File: src/rtl/mac_share_arb.sv
// Round-robin arbiter/sequencer sharing one fixed-latency A*B+C unit among NREQ requesters.
// Define MAC_ARB_STATS_EN to add the stat_issued / stat_contend counters.
module mac_share_arb #(
   parameter int NREQ = 4,
   parameter int LAT  = 3,
   parameter int AW   = 18,
   parameter int CW   = 48
) (
   input  logic                 CLK,
   input  logic                 RST,
   input  logic [NREQ-1:0]      req_valid,
   output logic [NREQ-1:0]      req_ready,
   input  logic [NREQ*AW-1:0]   req_a,
   input  logic [NREQ*AW-1:0]   req_b,
   input  logic [NREQ*CW-1:0]   req_c,
   output logic [AW-1:0]        mac_a,
   output logic [AW-1:0]        mac_b,
   output logic [CW-1:0]        mac_c,
   output logic                 mac_vld,
   input  logic [CW-1:0]        mac_p,
   output logic [NREQ-1:0]      rsp_valid,
   output logic [CW-1:0]        rsp_p
`ifdef MAC_ARB_STATS_EN
   ,
   output logic [31:0]          stat_issued,
   output logic [31:0]          stat_contend
`endif
);
   localparam int TW = (NREQ > 1) ? $clog2(NREQ) : 1;

   logic [TW-1:0]        ptr, g, g_hi, g_lo;
   logic                 f_hi, f_lo, hs;
   logic [AW-1:0]        a_arr [NREQ];
   logic [AW-1:0]        b_arr [NREQ];
   logic [CW-1:0]        c_arr [NREQ];
   logic [LAT:0]         vld_pipe;
   logic [LAT:0][TW-1:0] tag_pipe;

   always_comb begin
      for (int i = 0; i < NREQ; i++) begin
         a_arr[i] = req_a[i*AW +: AW];
         b_arr[i] = req_b[i*AW +: AW];
         c_arr[i] = req_c[i*CW +: CW];
      end
   end

   // Lowest valid index at or above ptr wins; otherwise wrap to the lowest valid index.
   always_comb begin
      f_hi = 1'b0;
      f_lo = 1'b0;
      g_hi = '0;
      g_lo = '0;
      for (int i = NREQ-1; i >= 0; i--) begin
         if (req_valid[i]) begin
            f_lo = 1'b1;
            g_lo = TW'(i);
            if (TW'(i) >= ptr) begin
               f_hi = 1'b1;
               g_hi = TW'(i);
            end
         end
      end
      g = f_hi ? g_hi : g_lo;
   end

   assign hs        = f_lo & ~RST;
   assign req_ready = hs ? (NREQ'(1) << g) : '0;

   // vld_pipe[0] lines up with mac_vld; vld_pipe[LAT] lines up with mac_p.
   always_ff @(posedge CLK) begin
      if (RST) begin
         ptr       <= '0;
         mac_a     <= '0;
         mac_b     <= '0;
         mac_c     <= '0;
         mac_vld   <= 1'b0;
         vld_pipe  <= '0;
         tag_pipe  <= '0;
         rsp_valid <= '0;
         rsp_p     <= '0;
      end else begin
         if (hs) ptr <= (g == TW'(NREQ-1)) ? '0 : g + 1'b1;
         mac_vld   <= hs;
         mac_a     <= hs ? a_arr[g] : '0;
         mac_b     <= hs ? b_arr[g] : '0;
         mac_c     <= hs ? c_arr[g] : '0;
         vld_pipe  <= {vld_pipe[LAT-1:0], hs};
         tag_pipe  <= {tag_pipe[LAT-1:0], g};
         rsp_valid <= vld_pipe[LAT] ? (NREQ'(1) << tag_pipe[LAT]) : '0;
         if (vld_pipe[LAT]) rsp_p <= mac_p;
      end
   end

`ifdef MAC_ARB_STATS_EN
   always_ff @(posedge CLK) begin
      if (RST) begin
         stat_issued  <= '0;
         stat_contend <= '0;
      end else begin
         if (hs) stat_issued <= stat_issued + 32'd1;
         if ($countones(req_valid) > 1) stat_contend <= stat_contend + 32'd1;
      end
   end
`endif

endmodule
File: config.mk
export PLATFORM = sky130hd
export DESIGN_NAME = mac_share_arb
export DESIGN_NICKNAME = d
export VERILOG_FILES = /design/src/rtl/mac_share_arb.sv
export SDC_FILE = /design/constraint.sdc
export NUM_CORES = 1
export LEC_CHECK = 0
export CORE_AREA = 2 2 208 210
export DETAILED_ROUTE_END_ITERATION = 7
export DIE_AREA = 0 0 210 212
export GPL_TIMING_DRIVEN = 0
export PLACE_DENSITY = 0.45
export SLEW_MARGIN = 20
export SYNTH_ARGS = -nofsm -noshare
export SYNTH_HDL_FRONTEND = slang
export SYNTH_SLANG_ARGS = --single-unit
File: constraint.sdc
create_clock -name CLK -period 1.9 [get_ports CLK]
set_input_delay 0.285 -clock CLK [delete_from_list [all_inputs] [get_ports CLK]]
set_output_delay 0.285 -clock CLK [all_outputs]
set_load 0.05 [all_outputs]
==> results of run 1 <==
-- path summary, 6_finish.rpt --
path | end | slack (ns) | cells past startpoint
max | req_ready[0] | -0.28 | 8
min | tag_pipe[7] | 0.43 | 1
max reg2reg | mac_b[3] | -0.10 | 11
min reg2reg | tag_pipe[7] | 0.43 | 1
-- routing by layer --
| metal | wire length [um] | track usage [%] |
|---|---|---|
| met1 | 13800 | 16.0 |
| met4 | 759 | 5.31 |
| met5 | 13 | 0 |
| met3 | 2580 | 5.01 |
| met2 | 17300 | 25.7 |
-- logic make-up (layout without fill, tap and decap cells) --
family | Yosys count | after routing | share of synthesized area, %
AOI/OAI and AO/OA | 94 | 94 | 9.30
xor gates and xnor gates | 1 | 1 | 0.135
DFF | 150 | 150 | 46.1
buffers and inverters | 54 | 655 | 5.92
muxes | 216 | 216 | 33.2
and+or+nand+nor | 74 | 74 | 5.29
-- metrics by stage --
stage / TNS [ns] / instances / total power, W / instance area [sq um]
2_1_floorplan: 0 / 589 / 0.00662 / 6520
3_3_place_gp: -72.89 / 1664 / 0.00881 / 12500
3_5_place_dp: -72.71 / 1664 / 0.00879 / 12500
4_1_cts: -1.25 / 1707 / 0.0127 / 13300
5_1_grt: -7.25 / 1736 / 0.0140 / 14400
6_report: -2.40 / 1736 / 0.0134 / 14400
-- worst reg2reg max path, delay by kind of cell (launching register included) --
family / cells / cell delay [ns]
compound gates: 3 / 0.48
flops: 1 / 0.33
mux: 1 / 0.21
buf+inv: 7 / 0.88
-- power by group through the flow --
stage	Sequential [W]	Combinational, W	Clock [W]
after floorplan	0.00505	0.00157	0
after global placement	0.00373	0.00508	0
after detailed placement	0.00374	0.00505	0
after CTS	0.00366	0.00514	0.00388
after global routing	0.00370	0.00629	0.00397
final	0.00366	0.00601	0.00372
-- area by class of cell --
class                           count  area [sq um]  share of cell area [%]
Timing Repair Buffer              570          5840                    40.6
Multi-Input combinational cell    385          3600                    25.0
Sequential cell                   150          3010                    20.9
Tap cell                          546           683                    4.75
Buffer                             49           622                    4.32
Clock buffer                       18           439                    3.05
Clock inverter                     14           188                    1.30
Inverter                            4          15.0                   0.104
-- layout by cell type (no fill, tap or decap), types with 9 or more instances in the layout --
| master | Yosys | routed |
|---|---|---|
| nor2_1 | 52 | 49 |
| dlygate4sd2_1 | 0 | 111 |
| buf_12 | 0 | 21 |
| mux2i_1 | 216 | 183 |
| o22ai_2 | 0 | 12 |
| dlymetal6s2s_1 | 0 | 18 |
| clkbuf_16 | 0 | 30 |
| buf_4 | 5 | 16 |
| mux2i_4 | 0 | 19 |
| clkdlybuf4s50_1 | 0 | 396 |
| dfxtp_1 | 150 | 148 |
| buf_6 | 18 | 11 |
| o22ai_1 | 85 | 70 |
| mux2i_2 | 0 | 14 |
| nor2b_1 | 9 | 9 |
-- state kept, by name, indices dropped and copies added, names as in the netlist --
name / flops
mac_c: 48
rsp_p: 48
mac_a: 18
mac_b: 18
tag_pipe: 8
rsp_valid: 4
vld_pipe: 4
ptr: 2
-- timing repair --
item	CTS	global route
pin swaps	8	39
resized for setup	192	135
cloned	0	13
buffers inserted	13	17
hold buffers	0	0
endpoints found under the setup margin	195	85
==> results.md, run 1 <==
- Seq cells post-synth: 150
- Most frequent cell after synthesis: mux2i_1
- CTS Sinks: 150
- Achievable Freq: 458 MHz
- Crit Path Class: flip-flop to primary output
- CP Buf/Inv Count: 3
- # DRC: 0
- Initial Util: 15.3%
- Port-buffer cells: 529
- Routed Wire Length: 34500 um
- Wirelength per Cell: 19.9 um
- Critical path origin: ptr[0]
- Sequential area share after synthesis: 46.1%
- Seq pwr share: 27.3%
- Outcome: finished, violations left
- Commonest cells in the netlist: 216 x mux2i_1, 150 x dfxtp_1, 85 x o22ai_1
- Failing checks: negative setup slack
- Syn_area_per_cell: 11.1 sq um
- Ant diodes: 0
- Share of post-route cells with drive strength above 1: 15.2%
- Clock Latency Late Sink: 0.45 ns
- CTS H-tree depth: 4
- Commonest register cell after synthesis: dfxtp_1
- Mapped cell area: 6510 sq um
- CP max stage delay: 0.33 ns
- Skew final: 0.00759 ns
- Syn. warnings: 0
- Setup WS pre-CTS: -1.62 ns
- Largest net degree at the start of global routing: 19
- Share of Yosys cell area claimed by the top area cell type: 46.1%
- Min Tclk post-route: 2.18 ns
- Comb power frac: 44.9%
- Synth Instances: 589
- Inserted Clock Buffers: 17
- Final setup violation count: 46
- Core area: 42500 sq um
- Peak VDD IR: 0.475 mV
- Vias in the first global route: 7081
- Longest Clk Path Bufs: 2
- Total gr overflow: 0
- Synth area leader: dfxtp_1
- FF-to-FF Start: ptr[0]
- Worst Setup End Kind: primary output
- Sw Share: 36.2%
- Post-synth net total: 979
- Startpoint of the lowest-slack hold path: tag_pipe[5]
- Final period utilization: 115%
- Routed Antenna Nets: 0
- Crit path max-delay family: buffers and inverters
- RSZ-0062 raised after global routing: true
- Final hold slack: 0.429 ns
- Worst setup SP type: flip-flop
- Largest cells by area after synthesis: dfxtp_1 46%, mux2i_1 33%, o22ai_1 8.2%
- Initial antenna violation count: 1
- Worst setup margin: -0.283 ns
- Worst EP arrival: 1.90 ns
- GP Congestion: 0.830
- Cell variety after synth: 28
- Die Footprint: 44500 sq um
- Vias/cell: 3.98
- Hold Path Class: flip-flop to flip-flop
- Critical Path Most Common Cell: buf_12
- MaxCap Viol Count: 0
- Slew margin rel.: 54.1%
- FP Rows: 76
- Ys async rst share: 0%
- PwrDens: 930 nW/um^2
- Total Routing Usage GR: 14.5%
- Die Y: 212 um
- Finished Core Util: 33.9%
- First-pass GRT wire length: 46300 um
- Clock power frac: 27.8%
- CTS tree: built
- Pre-antenna DRT Iters: 5
- Area Growth Syn to Fin: 121%
- Clk pin slew, worst setup/hold paths: 0.07 ns
- Slowest CP cell: dfxtp_2
- Crit-path cells: nand2b_4 > a21oi_4 > a211o_1 > nand2_4 > buf_12 > buf_12 > nor2_4 > buf_8
- Layout filler cell count: 4407
- Root Buffer: clkbuf_16
- Slew Viols, Final: 0
- Hpwl dp: 26100 um
- Nets: 1567
- Top-level I/O count: 531
- CP required: 1.62 ns
- Final Hold Vio Count: 0
- Worst-path maximum fanout: 5
- Leakage: 6.10 nW
- Worst-Margin Slew: 0.688 ns
- DR vias: 6902
- DRT iter0 DRCs: 206
- Switch Pwr: 0.00485 W
- Die Width: 210 um
- Internal: 0.00854 W
- EDFF count, synth: 0
(Power assumes the default switching activity.)
==> inputs of run 2 (changes only) <==
Settings changed: MAX_ROUTING_LAYER set to met4, SKIP_CTS_REPAIR_TIMING set to 1.
==> results.md, run 2 (synthesized netlist as in run 1, its figures left out) <==
- Worst-Margin Slew: 0.639 ns (-0.0490 ns)
- # DRC: 0 (unchanged)
- Total Routing Usage GR: 14.6% (+0.18 points)
- Clock power frac: 28.5% (+0.7 points)
- Clk pin slew, worst setup/hold paths: 0.06 ns (about the same)
- Comb power frac: 43.4% (-1.5 points)
- Clock Latency Late Sink: 0.45 ns (about the same)
- RSZ-0062 raised after global routing: true
- Die Y: 212 um (unchanged)
- Routed Antenna Nets: 0 (unchanged)
- Die Footprint: 44500 sq um (unchanged)
- Total gr overflow: 0 (unchanged)
- DRT iter0 DRCs: 198 (-3.9%)
- Slew Viols, Final: 0 (unchanged)
- PwrDens: 915 nW/um^2 (-1.6%)
- Nets: 1549 (-1.1%)
- Crit Path Class: flip-flop to primary output
- Worst setup SP type: flip-flop
- Largest net degree at the start of global routing: 17 (-2)
- Hold Path Class: input pin to flip-flop
- Final hold slack: 0.389 ns (-0.0393 ns)
- Worst Setup End Kind: primary output
- Final setup violation count: 32 (-30%)
- Hpwl dp: 26100 um (unchanged)
- Worst-path maximum fanout: 7 (+2)
- CP required: 1.62 ns (about the same)
- Worst r2r path cells: 10 (-1)
- Share of post-route cells with drive strength above 1: 12.0% (-3.2 points)
- Failing checks: negative setup slack
- Final Hold Vio Count: 0 (unchanged)
- Vias/cell: 3.96 (-0.47%)
- Wirelength per Cell: 19.4 um (-2.5%)
- First-pass GRT wire length: 45500 um (-1.7%)
- Slew margin rel.: 57.4% (+3.3 points)
- Worst EP arrival: 2.00 ns (+0.10 ns)
- Min Tclk post-route: 2.29 ns (+0.105 ns)
- MaxCap Viol Count: 0 (unchanged)
- Worst setup margin: -0.388 ns (-0.105 ns)
- Area Growth Syn to Fin: 119%
- Commonest non-fill, non-tap cell in the layout: clkdlybuf4s50_1
- Tot Pwr: 0.0131 W (-2.5%)
- Achievable Freq: 437 MHz (-4.6%)
- Die Width: 210 um (unchanged)
- Pre-antenna DRT Iters: 4 (-1)
- CTS H-tree depth: 4 (unchanged)
- Port-buffer cells: 529 (unchanged)
- Skew final: 0.00778 ns (+0.000186 ns)
- Leakage: 7.19 nW (+18%)
- Routed Wire Length: 33300 um (-3.5%)
- Outcome: finished, violations left
- DR vias: 6798 (-1.5%)
- FP Rows: 76 (unchanged)
- Final period utilization: 120% (+5.6 points)
- Inserted Clock Buffers: 17 (unchanged)
- CTS Sinks: 150 (unchanged)
- Core area: 42500 sq um (unchanged)
- Switch Pwr: 0.00469 W (-3.3%)
- Sw Share: 35.9% (-0.30 points)
- Initial antenna violation count: 0 (-1)
- Vias in the first global route: 7029 (-0.73%)
- Internal: 0.00837 W (-2.0%)
- Finished Core Util: 33.6% (-0.30 points)
- GP Congestion: 0.843 (+1.5%)
- Root Buffer: clkbuf_16
- Hold path depth: 5 (+4)
- Initial Util: 15.3% (unchanged)
- Seq pwr share: 28.1% (+0.8 points)
- Top-level I/O count: 531 (unchanged)
- Peak VDD IR: 0.477 mV (+0.54%)
- Commonest non-fill, non-tap cells in the layout: 400 x clkdlybuf4s50_1, 194 x mux2i_1, 148 x dfxtp_1
- Ant diodes: 0 (unchanged)
- CTS tree: built
- Setup WS pre-CTS: -1.62 ns (unchanged)
- Layout filler cell count: 4385 (-0.50%)
- Top flop regs: mac_c x48, rsp_p x48
- Longest Clk Path Bufs: 2 (unchanged)
==> run 2: cell types whose count changed in the layout (fill, tap and decap cells not counted), sizes merged <==
cell / before / now
dlygate4sd2: 111 / 0
dlymetal6s2s: 18 / 125
clkbuf: 44 / 34
buf: 68 / 60
clkdlybuf4s50: 396 / 400
==> run 2: per-stage QoR <==
stage          area [sq um]  TNS, ns  cells
6_report              14300    -2.14   1718
5_1_grt               14300    -6.11   1718
4_1_cts               13100   -34.34   1696
3_5_place_dp          12500   -72.71   1664
3_3_place_gp          12500   -72.89   1664
2_1_floorplan          6520        0    589
==> run 2: area by class of cell <==
class,instances,area [sq um],share of cell area [%]
Timing Repair Buffer,555,6020,42.2
Multi-Input combinational cell,385,3420,24.0
Clock inverter,14,188,1.32
Buffer,46,490,3.44
Clock buffer,18,439,3.08
Sequential cell,150,3010,21.1
Inverter,4,15.0,0.105
Tap cell,546,683,4.79
==> run 2: path summary, 6_finish.rpt <==
path,startpoint,end,slack (ns)
worst max-delay path,ptr[0],req_ready[1],-0.39
worst min register to register,tag_pipe[5],tag_pipe[7],0.43
worst min-delay path,req_valid[2],ptr[1],0.39
worst max register to register,ptr[1],mac_a[17],-0.11
==> run 2: worst max-delay path, cell delays in order (launching register included) <==
cell and delay [ns]:
dfxtp_4 0.37, nand2b_4 0.13, a21oi_4 0.07, a211oi_4 0.25
nand2_4 0.16, buf_12 0.18, buf_12 0.13, nor2_4 0.10
buf_8 0.15
==> run 2: power by group through the flow <==
stage | clock (W) | combinational, W | sequential (W)
2_1_floorplan | 0 | 0.00157 | 0.00505
3_3_place_gp | 0 | 0.00508 | 0.00373
3_5_place_dp | 0 | 0.00505 | 0.00374
4_1_cts | 0.00388 | 0.00507 | 0.00367
5_1_grt | 0.00397 | 0.00594 | 0.00370
6_report | 0.00372 | 0.00567 | 0.00366
==> run 2: metal layers <==
metal | share of wire, % | GRT usage [%]
met4 | 2.1 | 5.11
met3 | 7.3 | 4.46
met5 | 0 | -
met1 | 40 | 16.3
met2 | 50 | 25.0
==> inputs of run 3 (changes only) <==
Settings changed: PLACE_DENSITY 0.45 to 0.52, TNS_END_PERCENT set to 30.
==> results.md, run 3 (synthesized netlist as in run 1, its figures left out) <==
- Outcome: finished, violations left
- Failing checks: negative setup slack
- CTS tree: built
- Commonest non-fill, non-tap cells in the layout: 406 x clkdlybuf4s50_1, 188 x mux2i_1, 148 x dfxtp_1
- Peak VDD IR: 0.532 mV (+11%)
- Routed Wire Length: 33100 um (-0.66%)
- Vias in the first global route: 7010 (-0.27%)
- FF-to-FF Start: ptr[1]
- Inserted Clock Buffers: 17 (unchanged)
- Port-buffer cells: 529 (unchanged)
- Nets: 1579 (+1.9%)
- Share of post-route cells with drive strength above 1: 14.2% (+2.2 points)
- Initial antenna violation count: 0 (unchanged)
- Clk pin slew, worst setup/hold paths: 0.07 ns (about the same)
- Wirelength per Cell: 18.9 um (-2.4%)
- Hold path depth: 4 (-1)
- RSZ-0062 raised after global routing: true
- Most used routing layer in global routing: met2
- Met3 Resource Use GR: 4.40% (-0.059 points)
- Post-Layout Cell Count: 1748 (+1.7%)
- Tot Pwr: 0.0131 W (+0.68%)
- Final period utilization: 119% (-1.9 points)
- Die Footprint: 44500 sq um (unchanged)
- Total Routing Usage GR: 13.9% (-0.77 points)
- Crit path max-delay family: buffers and inverters
- Area Growth Syn to Fin: 125%
- Worst EP arrival: 1.97 ns (-0.03 ns)
- Leakage: 7.28 nW (+1.2%)
- Top-level I/O count: 531 (unchanged)
- Pre-antenna DRT Iters: 4 (unchanged)
- Core area: 42500 sq um (unchanged)
- Slew Viols, Final: 0 (unchanged)
- Critical Path Most Common Cell: buf_8
- Met1 global-route usage: 15.1% (-1.1 points)
- Worst-Margin Slew: 0.669 ns (+0.0303 ns)
- DRT iter0 DRCs: 230 (+16%)
- Die Y: 212 um (unchanged)
- Routed Antenna Nets: 0 (unchanged)
- CP Buf/Inv Count: 4 (+1)
- Slew margin rel.: 55.4% (-2.0 points)
- DR vias: 6877 (+1.2%)
- Vias/cell: 3.93 (-0.57%)
- GP Congestion: 0.856 (+1.6%)
- Largest net degree at the start of global routing: 17 (unchanged)
- Worst r2r path cells: 10 (unchanged)
- Worst Setup End Kind: primary output
- FP Rows: 76 (unchanged)
- Startpoint of the lowest-slack hold path: req_valid[2]
- Root Buffer: clkbuf_16
- Top flop regs: mac_c x48, rsp_p x48
- MaxCap Viol Count: 0 (unchanged)
- CTS Sinks: 150 (unchanged)
- Total gr overflow: 0 (unchanged)
- Hpwl dp: 24900 um (-4.6%)
- CTS H-tree depth: 4 (unchanged)
- Reg2reg end: mac_a[10]
- Layout filler cell count: 4252 (-3.0%)
- Final setup violation count: 20 (-38%)
- Finished Core Util: 34.5% (+0.92 points)
- PwrDens: 897 nW/um^2 (-2.0%)
- Skew final: 0.0100 ns (+0.00224 ns)
- Min Tclk post-route: 2.25 ns (-0.0364 ns)
- # DRC: 0 (unchanged)
- Achievable Freq: 444 MHz (+1.6%)
- Initial Util: 15.3% (unchanged)
- Worst-path maximum fanout: 5 (-2)
- Hold Path Class: input pin to flip-flop
- Longest Clk Path Bufs: 2 (unchanged)
- Worst setup SP type: flip-flop
- Worst setup margin: -0.352 ns (+0.0364 ns)
- Crit-path cells: nand2b_4 > a21oi_4 > a211oi_4 > buf_6 > nand2_8 > buf_8 > buf_12 > nor2_4 > buf_8
- Die Width: 210 um (unchanged)
- # placed instances: 1664 (unchanged)
- CP max stage delay: 0.37 ns (about the same)
- First-pass GRT wire length: 43600 um (-4.4%)
- Clock Latency Late Sink: 0.45 ns (about the same)
- Crit Path Class: flip-flop to primary output
- Final Hold Vio Count: 0 (unchanged)
- CP required: 1.62 ns (about the same)
- Slowest CP cell: dfxtp_4
- Design Area, Final: 14700 sq um (+2.7%)
- R2R Setup Slk: -0.09 ns (+0.02 ns)
- Placement Cell Area: 12500 sq um (about the same)
- Commonest non-fill, non-tap cell in the layout: clkdlybuf4s50_1
- WHS Endpoint: ptr[1]
- Met2 Use GR: 23.6% (-1.4 points)
==> run 3: cell count changes in the layout (fill, tap and decap cells not counted), moves of 3 or more <==
cell	before	now
buf_12	22	27
buf_4	12	23
buf_6	8	15
clkbuf_16	22	30
clkdlybuf4s50_1	400	406
clkinvlp_4	1	4
dlymetal6s2s_1	125	119
inv_6	6	1
mux2i_1	194	188
mux2i_2	11	16
o22ai_1	77	81
o22ai_2	7	3
==> run 3: cell type report <==
cell class	count	area [sq um]	area share, %
diodes	1	2.50	0.0171
plain buffers	48	547	3.73
clock buffers	22	474	3.24
clock inverters	9	95.1	0.649
inverters	4	15.0	0.102
multi-input cells	385	3440	23.5
flip-flops and latches	150	3010	20.5
well taps	546	683	4.66
repair buffers	583	6380	43.6
==> run 3: how the worst max path moves through the flow <==
stage | startpoint | endpoint | depth (start not counted)
2_1_floorplan | ptr[0] | req_ready[1] | 7
3_3_place_gp | req_valid[3] | req_ready[0] | 8
3_5_place_dp | req_valid[1] | req_ready[0] | 8
4_1_cts | req_valid[1] | req_ready[0] | 8
5_1_grt | ptr[0] | req_ready[1] | 9
6_report | ptr[0] | req_ready[1] | 9
==> run 3: power breakdown <==
part,switching (W),total [W],internal (W),leakage (nW)
logic,0.00310,0.00610,0.00300,5.78
clock network,0.00147,0.00338,0.00191,0.265
registers,0.000116,0.00366,0.00355,1.23
==> run 3: per-layer routing <==
metal	vias up	wire length [um]
li1	3369	-
met1	3160	13300
met2	307	16600
met3	41	2250
met4	0	905
met5	-	0
==> run 3: worst register-to-register path: stages (launching register included) <==
cell and delay, ns:
dfxtp_4 0.38, a21o_1 0.16, a21oi_1 0.13, o22a_2 0.20, buf_6 0.16, buf_12 0.16
buf_6 0.11, buf_12 0.13, buf_4 0.13, mux2i_1 0.19, o22ai_1 0.11
==> run 3: stage by stage <==
| stage | setup TNS (ns) | setup slack (ns) | hold slack (ns) |
|---|---|---|---|
| 2_1_floorplan | -0.0214 | -0.0214 | 0.414 |
| 3_3_place_gp | -55.32 | -1.43 | 0.416 |
| 3_5_place_dp | -55.00 | -1.45 | 0.423 |
| 4_1_cts | -16.06 | -1.47 | 0.412 |
| 5_1_grt | -7.10 | -0.460 | 0.252 |
| 6_report | -1.52 | -0.352 | 0.265 |
